## config.mk

```make
export PLATFORM = sky130hd
export DESIGN_NAME = instr_fetch_queue
export DESIGN_NICKNAME = d
export VERILOG_FILES = /design/src/rtl/instr_fetch_queue.sv
export SDC_FILE = /design/constraint.sdc
export NUM_CORES = 1
export LEC_CHECK = 0
export ABC_AREA = 0
export CORE_MARGIN = 1.5
export CORE_UTILIZATION = 56
export CTS_CLUSTER_DIAMETER = 200
export DETAILED_ROUTE_END_ITERATION = 7
export GPL_TIMING_DRIVEN = 0
export PLACE_DENSITY_LB_ADDON = 0.3
export SETUP_SLACK_MARGIN = 0.05
export SKIP_CTS_REPAIR_TIMING = 1
export SYNTH_ARGS = -nofsm -noshare
export SYNTH_HDL_FRONTEND = slang
export SYNTH_SLANG_ARGS = --single-unit
export TNS_END_PERCENT = 100
```

## constraint.sdc

```tcl
create_clock -name clk -period 3.9 [get_ports clk]
set_clock_uncertainty 0.1 [all_clocks]
set_input_delay 0.975 -clock clk [delete_from_list [all_inputs] [get_ports clk]]
set_output_delay 0.975 -clock clk [all_outputs]
set_load 0.03 [all_outputs]
```

## src/rtl/instr_fetch_queue.sv

```systemverilog
// Instruction fetch stage: owns the fetch PC, issues imem reads, buffers words in a prefetch FIFO
// and drives the IF/ID register. Optional define FETCH_BYPASS_EN writes responses straight to IF/ID.
module instr_fetch_queue #(
  parameter int unsigned DEPTH    = 4,
  parameter logic [31:0] RESET_PC = 32'h0000_0000
) (
  input  logic        clk,
  input  logic        reset,
  output logic        imem_req,
  output logic [31:0] imem_addr,
  input  logic        imem_ack,
  input  logic [31:0] imem_rdata,
  input  logic        stallD,
  input  logic        pcsrcD,
  input  logic [31:0] pcbranchD,
  output logic [31:0] instrD,
  output logic [31:0] pcplus4D,
  output logic        validD
);

  localparam int unsigned PtrW = (DEPTH > 1) ? $clog2(DEPTH) : 1;
  localparam int unsigned CntW = $clog2(DEPTH + 1);
  localparam logic [CntW-1:0] DepthCnt = CntW'(DEPTH);

  typedef enum logic [1:0] {StIdle, StWait, StDiscard} fetchState_e;

  fetchState_e     stateQ;
  logic [31:0]     fetchPC;
  logic [CntW-1:0] countQ, countNext;
  logic [PtrW-1:0] wrPtr, rdPtr;
  logic [63:0]     fifoMem [DEPTH];
  logic [63:0]     fifoHead;
  logic [31:0]     fetchPCPlus4, redirectPC;
  logic            fifoEmpty, flush, ack, bypass, enq, deq, slotFree;
  logic            unusedBits;

  assign fifoEmpty    = (countQ == '0);
  assign flush        = pcsrcD & ~stallD;
  assign ack          = (stateQ == StWait) & imem_ack;
  assign fetchPCPlus4 = fetchPC + 32'd4;
  assign redirectPC   = {pcbranchD[31:2], 2'b00};
  assign unusedBits   = ^pcbranchD[1:0];

`ifdef FETCH_BYPASS_EN
  assign bypass = ack & fifoEmpty & ~stallD & ~pcsrcD;
`else
  assign bypass = 1'b0;
`endif

  // A word arriving during a flush is dropped; a bypassed word goes straight to IF/ID.
  assign enq      = ack & ~flush & ~bypass;
  assign deq      = ~stallD & ~pcsrcD & ~fifoEmpty;
  assign fifoHead = fifoMem[rdPtr];

  always_comb begin
    countNext = countQ;
    if (flush) begin
      countNext = '0;
    end else if (enq && !deq) begin
      countNext = countQ + CntW'(1);
    end else if (deq && !enq) begin
      countNext = countQ - CntW'(1);
    end
  end

  assign slotFree = (countNext < DepthCnt);

  assign imem_req  = (stateQ != StIdle);
  assign imem_addr = fetchPC;

  // Fetch FSM and PC; only one request is ever outstanding, so the FIFO cannot overflow.
  always_ff @(posedge clk or negedge reset) begin
    if (!reset) begin
      stateQ  <= StIdle;
      fetchPC <= RESET_PC;
    end else begin
      if (flush) begin
        fetchPC <= redirectPC;
      end else if (ack) begin
        fetchPC <= fetchPCPlus4;
      end
      unique case (stateQ)
        StIdle: begin
          if (!flush && slotFree) stateQ <= StWait;
        end
        StWait: begin
          if (flush) begin
            stateQ <= imem_ack ? StIdle : StDiscard;
          end else if (imem_ack && !slotFree) begin
            stateQ <= StIdle;
          end
        end
        StDiscard: begin
          if (imem_ack) stateQ <= StIdle;
        end
        default: stateQ <= StIdle;
      endcase
    end
  end

  always_ff @(posedge clk or negedge reset) begin
    if (!reset) begin
      wrPtr  <= '0;
      rdPtr  <= '0;
      countQ <= '0;
    end else begin
      countQ <= countNext;
      if (flush) begin
        wrPtr <= '0;
        rdPtr <= '0;
      end else begin
        if (enq) wrPtr <= wrPtr + PtrW'(1);
        if (deq) rdPtr <= rdPtr + PtrW'(1);
      end
    end
  end

  always_ff @(posedge clk) begin
    if (enq) fifoMem[wrPtr] <= {imem_rdata, fetchPCPlus4};
  end

  // IF/ID register: holds under stall, otherwise cleared unless a word is available.
  always_ff @(posedge clk or negedge reset) begin
    if (!reset) begin
      instrD   <= '0;
      pcplus4D <= '0;
      validD   <= 1'b0;
    end else if (!stallD) begin
      if (pcsrcD) begin
        instrD   <= '0;
        pcplus4D <= '0;
        validD   <= 1'b0;
      end else if (bypass) begin
        instrD   <= imem_rdata;
        pcplus4D <= fetchPCPlus4;
        validD   <= 1'b1;
      end else if (!fifoEmpty) begin
        instrD   <= fifoHead[63:32];
        pcplus4D <= fifoHead[31:0];
        validD   <= 1'b1;
      end else begin
        instrD   <= '0;
        pcplus4D <= '0;
        validD   <= 1'b0;
      end
    end
  end

endmodule
```

==> results of run 1 <==
[registers in the layout, indices dropped and copies added (netlist names)]
| register | count |
|---|---|
| instrD | 32 |
| rdPtr | 2 |
| stateQ | 2 |
| fifoMem | 248 |
| pcplus4D | 31 |
| wrPtr | 2 |
| validD | 1 |
| countQ | 3 |
| imem_addr | 30 |
[power by group through the flow]
stage | registers, mW | clock network [mW] | logic (mW)
floorplan | 5.58 | 0 | 1.63
global placement | 5.10 | 0 | 3.28
detailed placement | 5.09 | 0 | 3.38
CTS | 5.03 | 3.54 | 3.40
global route | 5.08 | 3.69 | 3.58
finish | 5.02 | 3.49 | 3.35
[metal layers]
metal  track usage  vias up  part of all wire
met2        0.3768      346              0.48
met4       0.07029        0             0.023
met5             0        -                 0
met3       0.04160       48             0.072
met1        0.3416     4079              0.42
li1              -     3644                 -
[per-stage QoR]
stage / area, um^2 / worst slack [ns]
6_report: 17360 / 0.3728
5_1_grt: 17360 / 0.2677
4_1_cts: 17360 / 0.3909
3_5_place_dp: 16160 / -0.1439
3_3_place_gp: 16010 / -2.596
2_1_floorplan: 13980 / 0.1223
[cells in the final DEF, fill, tap and decap left out, drive strengths merged, types with 7 or more instances in the layout]
| master | instances |
|---|---|
| mux4 | 62 |
| and3 | 7 |
| a22o | 62 |
| nor2 | 36 |
| xnor2 | 19 |
| dfrtp | 103 |
| o31ai | 11 |
| clkbuf | 94 |
| clkdlybuf4s50 | 161 |
| nand4 | 14 |
| nand2 | 34 |
| a31oi | 18 |
| or4 | 16 |
| nor3 | 14 |
| ha | 8 |
| o21ai | 18 |
| edfxtp | 248 |
| xor2 | 21 |
| buf | 24 |
| inv | 9 |
| nand3 | 16 |
| clkinv | 7 |
[kinds of logic after synthesis]
family / after synthesis / share of synthesized area
buffers and inverters: 66 / 0.01987
adders and majority gates: 8 / 0.007161
AOI/OAI and AO/OA: 119 / 0.06499
xor gates and xnor gates: 41 / 0.02667
other: 1 / 0.0002683
and+or+nand+nor: 161 / 0.06176
DFF: 351 / 0.7171
muxes: 65 / 0.1021
[worst max path at each step]
stage / from / endpoint / depth (start not counted)
global route: imem_ack / fifoMem[3][27] / 6
detailed placement: imem_ack / fifoMem[3][49] / 6
floorplan: imem_ack / fifoMem[0][10] / 4
global placement: reset / imem_addr[24] / 1
CTS: imem_ack / fifoMem[3][23] / 6
finish: imem_ack / fifoMem[3][23] / 6
[layout make-up]
cell class	instances	area, um^2	share of cell area
clock inverter	13	167.7	0.009658
tap	324	405.4	0.02335
multi-input combinational	396	3700	0.2131
clock buffer	53	1036	0.05968
sequential	351	10020	0.5774
timing repair buffer	167	1749	0.1008
inverter	7	26.28	0.001514
buffer	59	251.5	0.01449
[cells in the mapped netlist, types with 2 or more instances]
cell,number
nor2_1,36
nand2_1,34
a31oi_1,18
xor2_1,21
o21ai_0,18
nor3_1,14
dfrtp_1,103
inv_1,7
and3_1,6
nand3_1,15
xnor2_1,19
buf_2,7
and4_1,2
or4_1,15
ha_1,8
nor4_1,4
mux4_2,62
buf_1,7
or3_1,4
nor2b_1,3
and3b_1,2
o41ai_1,2
mux2i_1,2
edfxtp_1,248
buf_4,3
nand2b_1,2
or2_2,3
a22o_1,62
o31ai_1,11
clkbuf_2,2
clkbuf_1,39
nand4_1,12
==> flow_summary_export.csv, run 1 <==
group,metric,value,unit
worst_setup_path,r2r_setup_slack,0.90,ns
logic_synthesis,synth_area_leader_cell,"edfxtp_1",
floorplanning,core_area,0.02439,mm^2
cts,cts_tree,"built",
worst_setup_path,path_cells,"clkdlybuf4s50_1 -> and3b_1 -> clkbuf_1 -> clkbuf_1 -> and3_4 -> buf_12",
detailed_routing,drtIter0Drc,766,
floorplanning,die_w,161.0,um
logic_synthesis,syn_area_per_cell,17.21,um^2
worst_setup_path,crit_fanout,36,
worst_setup_path,cpPeakStageDelay,0.60,ns
worst_setup_path,critPathKind,"in -> reg",
detailed_routing,firstDrtPassIters,5,
logic_synthesis,synth-seq-area-share,0.7172,
worst_setup_path,cp.required,3.98,ns
logic_synthesis,syn_area,0.01398,mm^2
pwr,pwr-share-comb,0.283,
sta,rsz0062_at_grt,"no",
sta,hold_viol_final,0,
pwr,power.total,11.87,mW
place,hpwlAfterDp,18970,um
grt,grt_start_max_net_pins,61,
sta,setup-tns-final,0,ns
logic_synthesis,synth_cells,812,
worst_setup_path,startpoint_type,"input port",
sta,finalSetupViolCount,0,
sta,finalCriticalPeriod,3.527,ns
logic_synthesis,synth-edff-count,248,
finish,fillCellCount,1598,
finish,n_antenna_cell,0,
finish,drive_above_1_share,0.1405,
worst_setup_path,worst_setup_path_end_kind,"flip-flop",
worst_setup_path,r2r-end,"fifoMem[3][23]",
run_status,status,"complete, no violations",
worst_setup_path,cp_num_buf_inv,4,
place,port_buffers,162,
cts,cts_buffers,36,
sta,drv_slew,0,
grt,grt_pass1_wl,46740,um
floorplanning,fp.dieArea,0.02592,mm^2
logic_synthesis,yosys_most_used_dff,"edfxtp_1",
floorplanning,core.rowCount,57,
pwr,peakVddDrop,0.3635,mV
grt,antenna_found_initial,0,
finish,utilization,0.7118,
detailed_routing,final_antenna_net_count,0,
pwr,p_sw_frac,0.2983,
pwr,pwr-share-seq,0.423,
grt,track_usage,0.2369,
cts,clock_latency,0.51,ns
finish,layout-area-overhead-vs-synth,24.19,%
sta,clock.fmax,283.5,MHz
pwr,p_leak,6.082,nW
sta,max_slew.worst_pin.slew,1.175,ns
logic_synthesis,async_flop_share,0.2934,
detailed_routing,drc,0,
logic_synthesis,synthDistinctLibCells,53,
pwr,powerDensity,683.5,mW/mm^2
cts,clk_pin_slew,0.06,ns
cts,cts_num_sinks,351,
floorplanning,pin_count,167,
sta,timing.final.crit_share,0.9044,
floorplanning,initial_utilization,0.5731,
worst_setup_path,cpMostUsedCell,"clkbuf_1",
worst_setup_path,cp.arrival,3.61,ns
cts,root_buffer,"clkbuf_16",
worst_setup_path,cpLargestDelayFamily,"buffers and inverters",
pwr,switching_power,3.540,mW
run,maxCapViolations,0,
cts,htreeDepth,2,
logic_synthesis,ys_seq_elements,351,
cts,clockBufferDepth,3,
grt,grt_pass1_vias,8284,
detailed_routing,routed_wl,29910,um
worst_hold_path,hold_path.class,"in -> async",
place,placed_cells,1304,
pwr,clockPowerShare,0.294,
worst_setup_path,r2r_start,"stateQ[1]",
floorplanning,die_h,161.0,um
logic_synthesis,yosysTopAreaCellShare,0.5328,
detailed_routing,detail_route.vias_per_cell,5.925,
pwr,p_int,8.327,mW
worst_setup_path,r2r_cells,5,
place,place_congestion,0.8886,
worst_setup_path,critical_path.slowest_cell,"and3_4",
logic_synthesis,synth_area_leaders,"edfxtp_1, dfrtp_1, mux4_2",
sta,slew_headroom,0.2136,
sta,whs,0.3847,ns
finish,fin_nets,1095,
finish,fin_cells,1370,
detailed_routing,vias,8117,
detailed_routing,route.detailed.wl_per_inst,21.83,um
logic_synthesis,yosys_warnings,0,
grt,overflow,0,
(Power assumes the default switching activity.)
==> run 2, diff against run 1 <==
CTS_BUF_LIST = sky130_fd_sc_hd__clkbuf_16   (was default)
SLEW_MARGIN = 25   (was default)
==> flow_summary_export.csv, run 2 (synthesis gave the netlist of run 1 again) <==
group,metric,value,unit
run_status,status,"complete, no violations",
floorplanning,core_area,0.02439,mm^2
cts,clockBufferDepth,3,
worst_setup_path,startpoint_type,"input port",
worst_setup_path,critPathKind,"in -> reg",
grt,grt_start_max_net_pins,68,
finish,mostFrequentLayoutCells,"edfxtp_1, clkdlybuf4s50_1, dfrtp_1",
detailed_routing,firstDrtPassIters,5,
worst_setup_path,path_cells,"clkdlybuf4s50_1 -> and3b_1 -> clkbuf_1 -> clkbuf_1 -> and3_4 -> buf_12",
floorplanning,fp.dieArea,0.02592,mm^2
worst_setup_path,r2r-end,"fifoMem[2][44]",
finish,design_area,0.01722,mm^2
grt,grt_pass1_vias,8295,
sta,finalSetupViolCount,0,
cts,clock_latency,0.52,ns
worst_setup_path,r2r_start,"stateQ[1]",
sta,drv_slew,0,
floorplanning,die_h,161.0,um
worst_setup_path,r2r_cells,5,
finish,layout-area-overhead-vs-synth,23.22,%
place,hpwlAfterDp,19060,um
grt,track_usage,0.2368,
detailed_routing,drtIter0Drc,662,
worst_hold_path,hold_path.class,"in -> async",
worst_setup_path,critical_path.slowest_cell,"and3_4",
floorplanning,initial_utilization,0.5731,
sta,timing.final.crit_share,0.9152,
sta,max_slew.worst_pin.slew,1.090,ns
pwr,power.total,11.52,mW
pwr,powerDensity,668.9,mW/mm^2
cts,cts_buffers,36,
place,port_buffers,162,
pwr,p_leak,6.074,nW
worst_setup_path,cpPeakStageDelay,0.62,ns
run,maxCapViolations,0,
finish,n_antenna_cell,0,
floorplanning,die_w,161.0,um
detailed_routing,final_antenna_net_count,0,
place,place_ws,-0.1788,ns
place,place_congestion,0.8886,
cts,cts_tree,"built",
finish,reg_top3,"fifoMem (248), instrD (32), pcplus4D (31)",
detailed_routing,route.detailed.wl_per_inst,21.85,um
worst_setup_path,cp.required,3.99,ns
sta,clock.fmax,280.2,MHz
grt,grt_pass1_wl,46620,um
finish,drive_above_1_share,0.1348,
cts,cts_num_sinks,351,
cts,root_buffer,"clkbuf_16",
worst_setup_path,crit_fanout,35,
sta,rsz0062_at_grt,"no",
finish,final_common_cell,"edfxtp_1",
grt,antenna_found_initial,0,
worst_setup_path,cpMostUsedCell,"clkbuf_1",
finish,regMostFlops,"fifoMem",
sta,finalWorstSetupSlack,0.3308,ns
detailed_routing,vias,8093,
floorplanning,core.rowCount,57,
sta,slew_headroom,0.2666,
detailed_routing,routed_wl,29930,um
detailed_routing,detail_route.vias_per_cell,5.907,
detailed_routing,drc,0,
worst_setup_path,cp.arrival,3.66,ns
pwr,peakVddDrop,0.3468,mV
finish,largest_reg_flops,248,
finish,fin_nets,1095,
place,placed_cells,1304,
place,placed_area,0.01615,mm^2
cts,htreeDepth,2,
finish,fin_cells,1370,
sta,finalCriticalPeriod,3.569,ns
worst_setup_path,worst_setup_path_end_kind,"flip-flop",
sta,setup-tns-final,0,ns
grt,overflow,0,
cts,clk_pin_slew,0.06,ns
sta,hold_viol_final,0,
worst_setup_path,r2r_setup_slack,0.86,ns
floorplanning,pin_count,167,
[run 2: worst max-delay path by stage]
| stage | from | end | cells past startpoint |
|---|---|---|---|
| 2_1_floorplan | imem_ack | fifoMem[0][10] | 4 |
| 3_3_place_gp | reset | imem_addr[24] | 1 |
| 3_5_place_dp | imem_ack | fifoMem[2][49] | 6 |
| 4_1_cts | imem_ack | fifoMem[2][44] | 6 |
| 5_1_grt | imem_ack | fifoMem[2][36] | 6 |
| 6_report | imem_ack | fifoMem[2][44] | 6 |
[run 2: where the power goes]
group          leakage, nW  switching [mW]  internal [mW]
sequential            3.55           0.332           4.69
combinational         1.94            1.84           1.52
clock                0.586            1.36           1.78
total                 6.07            3.53           7.99
[run 2: worst max-delay path: cells and delay by family]
family	cells	cell delay (ns)
buf+inv	4	1.86
simple gates	2	0.79
[run 2: cell type report]
class | count | area, um^2
Sequential cell | 351 | 10020
Fill cell | 1612 | 7167
Multi-Input combinational cell | 396 | 3702
Timing Repair Buffer | 167 | 1738
Clock buffer | 37 | 925.9
Tap cell | 324 | 405.4
Buffer | 59 | 251.5
Clock inverter | 29 | 150.1
Inverter | 7 | 26.28
[run 2: stage by stage]
| step | util | hold WS (ns) |
|---|---|---|
| floorplan | - | 0.4425 |
| global placement | 0.6564 | 0.3911 |
| detailed placement | 0.6621 | 0.3982 |
| CTS | 0.7062 | 0.2599 |
| global route | 0.7062 | 0.2838 |
| finish | 0.7062 | 0.2687 |
[run 2: layer usage]
layer	share of wire	global-route usage
met3	0.062	0.03570
met1	0.43	0.3405
met4	0.022	0.07239
met2	0.49	0.3813
met5	0	0
==> run 3, diff against run 2 <==
CORE_UTILIZATION = 50   (was 56)
CTS_CLUSTER_SIZE = 30   (was default)
SKIP_LAST_GASP = 1   (was default)
clock period = 2.9 ns   (was 3.9 ns; I/O delays follow)
==> flow_summary_export.csv, run 3 (synthesis gave the netlist of run 1 again) <==
group,metric,value,unit
detailed_routing,firstDrtPassIters,5,
finish,layout-area-overhead-vs-synth,19.74,%
worst_setup_path,crit_path_start,"imem_ack",
sta,whs,0.04732,ns
worst_setup_path,r2r_cells,5,
detailed_routing,final_antenna_net_count,0,
cts,htreeDepth,1,
grt,grt_start_max_net_pins,61,
sta,timing.final.crit_share,0.9469,
cts,cts_tree,"built",
floorplanning,fp.dieArea,0.02897,mm^2
run_status,status,"complete, no violations",
worst_setup_path,critPathKind,"in -> reg",
sta,finalSetupViolCount,0,
cts,clock_latency,0.51,ns
finish,largest_reg_flops,248,
place,hpwlAfterDp,20100,um
worst_setup_path,r2r-end,"fifoMem[3][29]",
worst_hold_path,hold_path.class,"in -> async",
place,place_congestion,0.8477,
cts,root_buffer,"clkbuf_16",
cts,cts_num_sinks,351,
sta,max_slew.worst_pin.slew,0.9645,ns
detailed_routing,drc,0,
grt,grt_pass1_wl,46200,um
worst_setup_path,r2r_setup_slack,0.19,ns
cts,clockBufferDepth,3,
detailed_routing,vias,8039,
run,maxCapViolations,0,
pwr,p_leak,5.783,nW
pwr,peakVddDrop,0.4875,mV
sta,finalCriticalPeriod,2.746,ns
finish,reg_top3,"fifoMem (248), instrD (32), pcplus4D (31)",
sta,slew_headroom,0.3570,
floorplanning,die_h,170.2,um
finish,mostFrequentLayoutCells,"edfxtp_1, clkdlybuf4s50_1, dfrtp_1",
floorplanning,core_area,0.02763,mm^2
place,placed_area,0.01623,mm^2
sta,finalWorstSetupSlack,0.1541,ns
floorplanning,core.rowCount,61,
pwr,powerDensity,821.7,mW/mm^2
sta,drv_slew,0,
cts,cts_buffers,15,
grt,antenna_found_initial,1,
sta,rsz0062_at_grt,"no",
floorplanning,pin_count,167,
cts,clk_pin_slew,0.11,ns
worst_setup_path,worst_setup_path_end_kind,"flip-flop",
worst_setup_path,cp.required,3.00,ns
floorplanning,initial_utilization,0.5059,
finish,fin_nets,1081,
finish,drive_above_1_share,0.1255,
detailed_routing,route.detailed.wl_per_inst,22.31,um
detailed_routing,routed_wl,31020,um
worst_setup_path,cp.arrival,2.85,ns
finish,n_antenna_cell,0,
worst_setup_path,startpoint_type,"input port",
grt,track_usage,0.2117,
grt,overflow,0,
finish,final_common_cell,"edfxtp_1",
place,place_ws,-0.9862,ns
detailed_routing,drtIter0Drc,582,
worst_setup_path,crit_fanout,22,
finish,design_area,0.01674,mm^2
finish,regMostFlops,"fifoMem",
floorplanning,die_w,170.2,um
sta,clock.fmax,364.2,MHz
grt,grt_pass1_vias,7948,
worst_setup_path,r2r_start,"imem_addr[6]",
place,port_buffers,162,
detailed_routing,detail_route.vias_per_cell,5.783,
sta,hold_viol_final,0,
==> run 3: power breakdown <==
part           switching (mW)  internal (mW)  leakage (nW)
clock                    1.45          0.969         0.239
combinational            2.54           2.08          1.99
sequential              0.421           6.29          3.55
==> run 3: layer usage <==
metal,up-vias,track usage,part of all wire
met5,-,0,0
met4,0,0.03540,0.015
met3,27,0.02953,0.062
met2,284,0.3500,0.49
met1,4135,0.3069,0.43
li1,3593,-,-
==> run 3: layout make-up <==
class	count	area (um^2)
Fill cell	2114	10890
Sequential cell	351	10020
Multi-Input combinational cell	401	3761
Timing Repair Buffer	169	1770
Tap cell	378	473.0
Clock buffer	15	375.4
Buffer	59	261.5
Clock inverter	10	45.04
Inverter	7	26.28
==> run 3: worst max path at each step <==
stage                endpoint  slack [ns]  cells after the start
6_report       fifoMem[0][57]        0.15                      7
5_1_grt        fifoMem[0][52]        0.07                      7
4_1_cts        fifoMem[3][52]       -0.46                      6
3_5_place_dp   fifoMem[3][17]       -0.99                      6
3_3_place_gp    imem_addr[16]       -3.47                      1
2_1_floorplan  fifoMem[0][10]        0.05                      4
==> run 3: stage by stage <==
stage          utilization  total power, mW  instances  setup TNS (ns)
4_1_cts             0.6028            13.83       1384          -65.54
3_5_place_dp        0.5876            11.44       1359         -207.33
2_1_floorplan            -            9.677        813               0
5_1_grt             0.6058            14.41       1390               0
3_3_place_gp        0.5821            11.29       1353         -765.08
6_report            0.6058            13.75       1390               0
==> run 3: worst max-delay path, stage by stage <==
cell             delay (ns)
clkdlybuf4s50_1        0.52
and3b_1                0.17
clkbuf_2               0.26
buf_4                  0.31
and3_4                 0.39
buf_12                 0.22
buf_12                 0.21
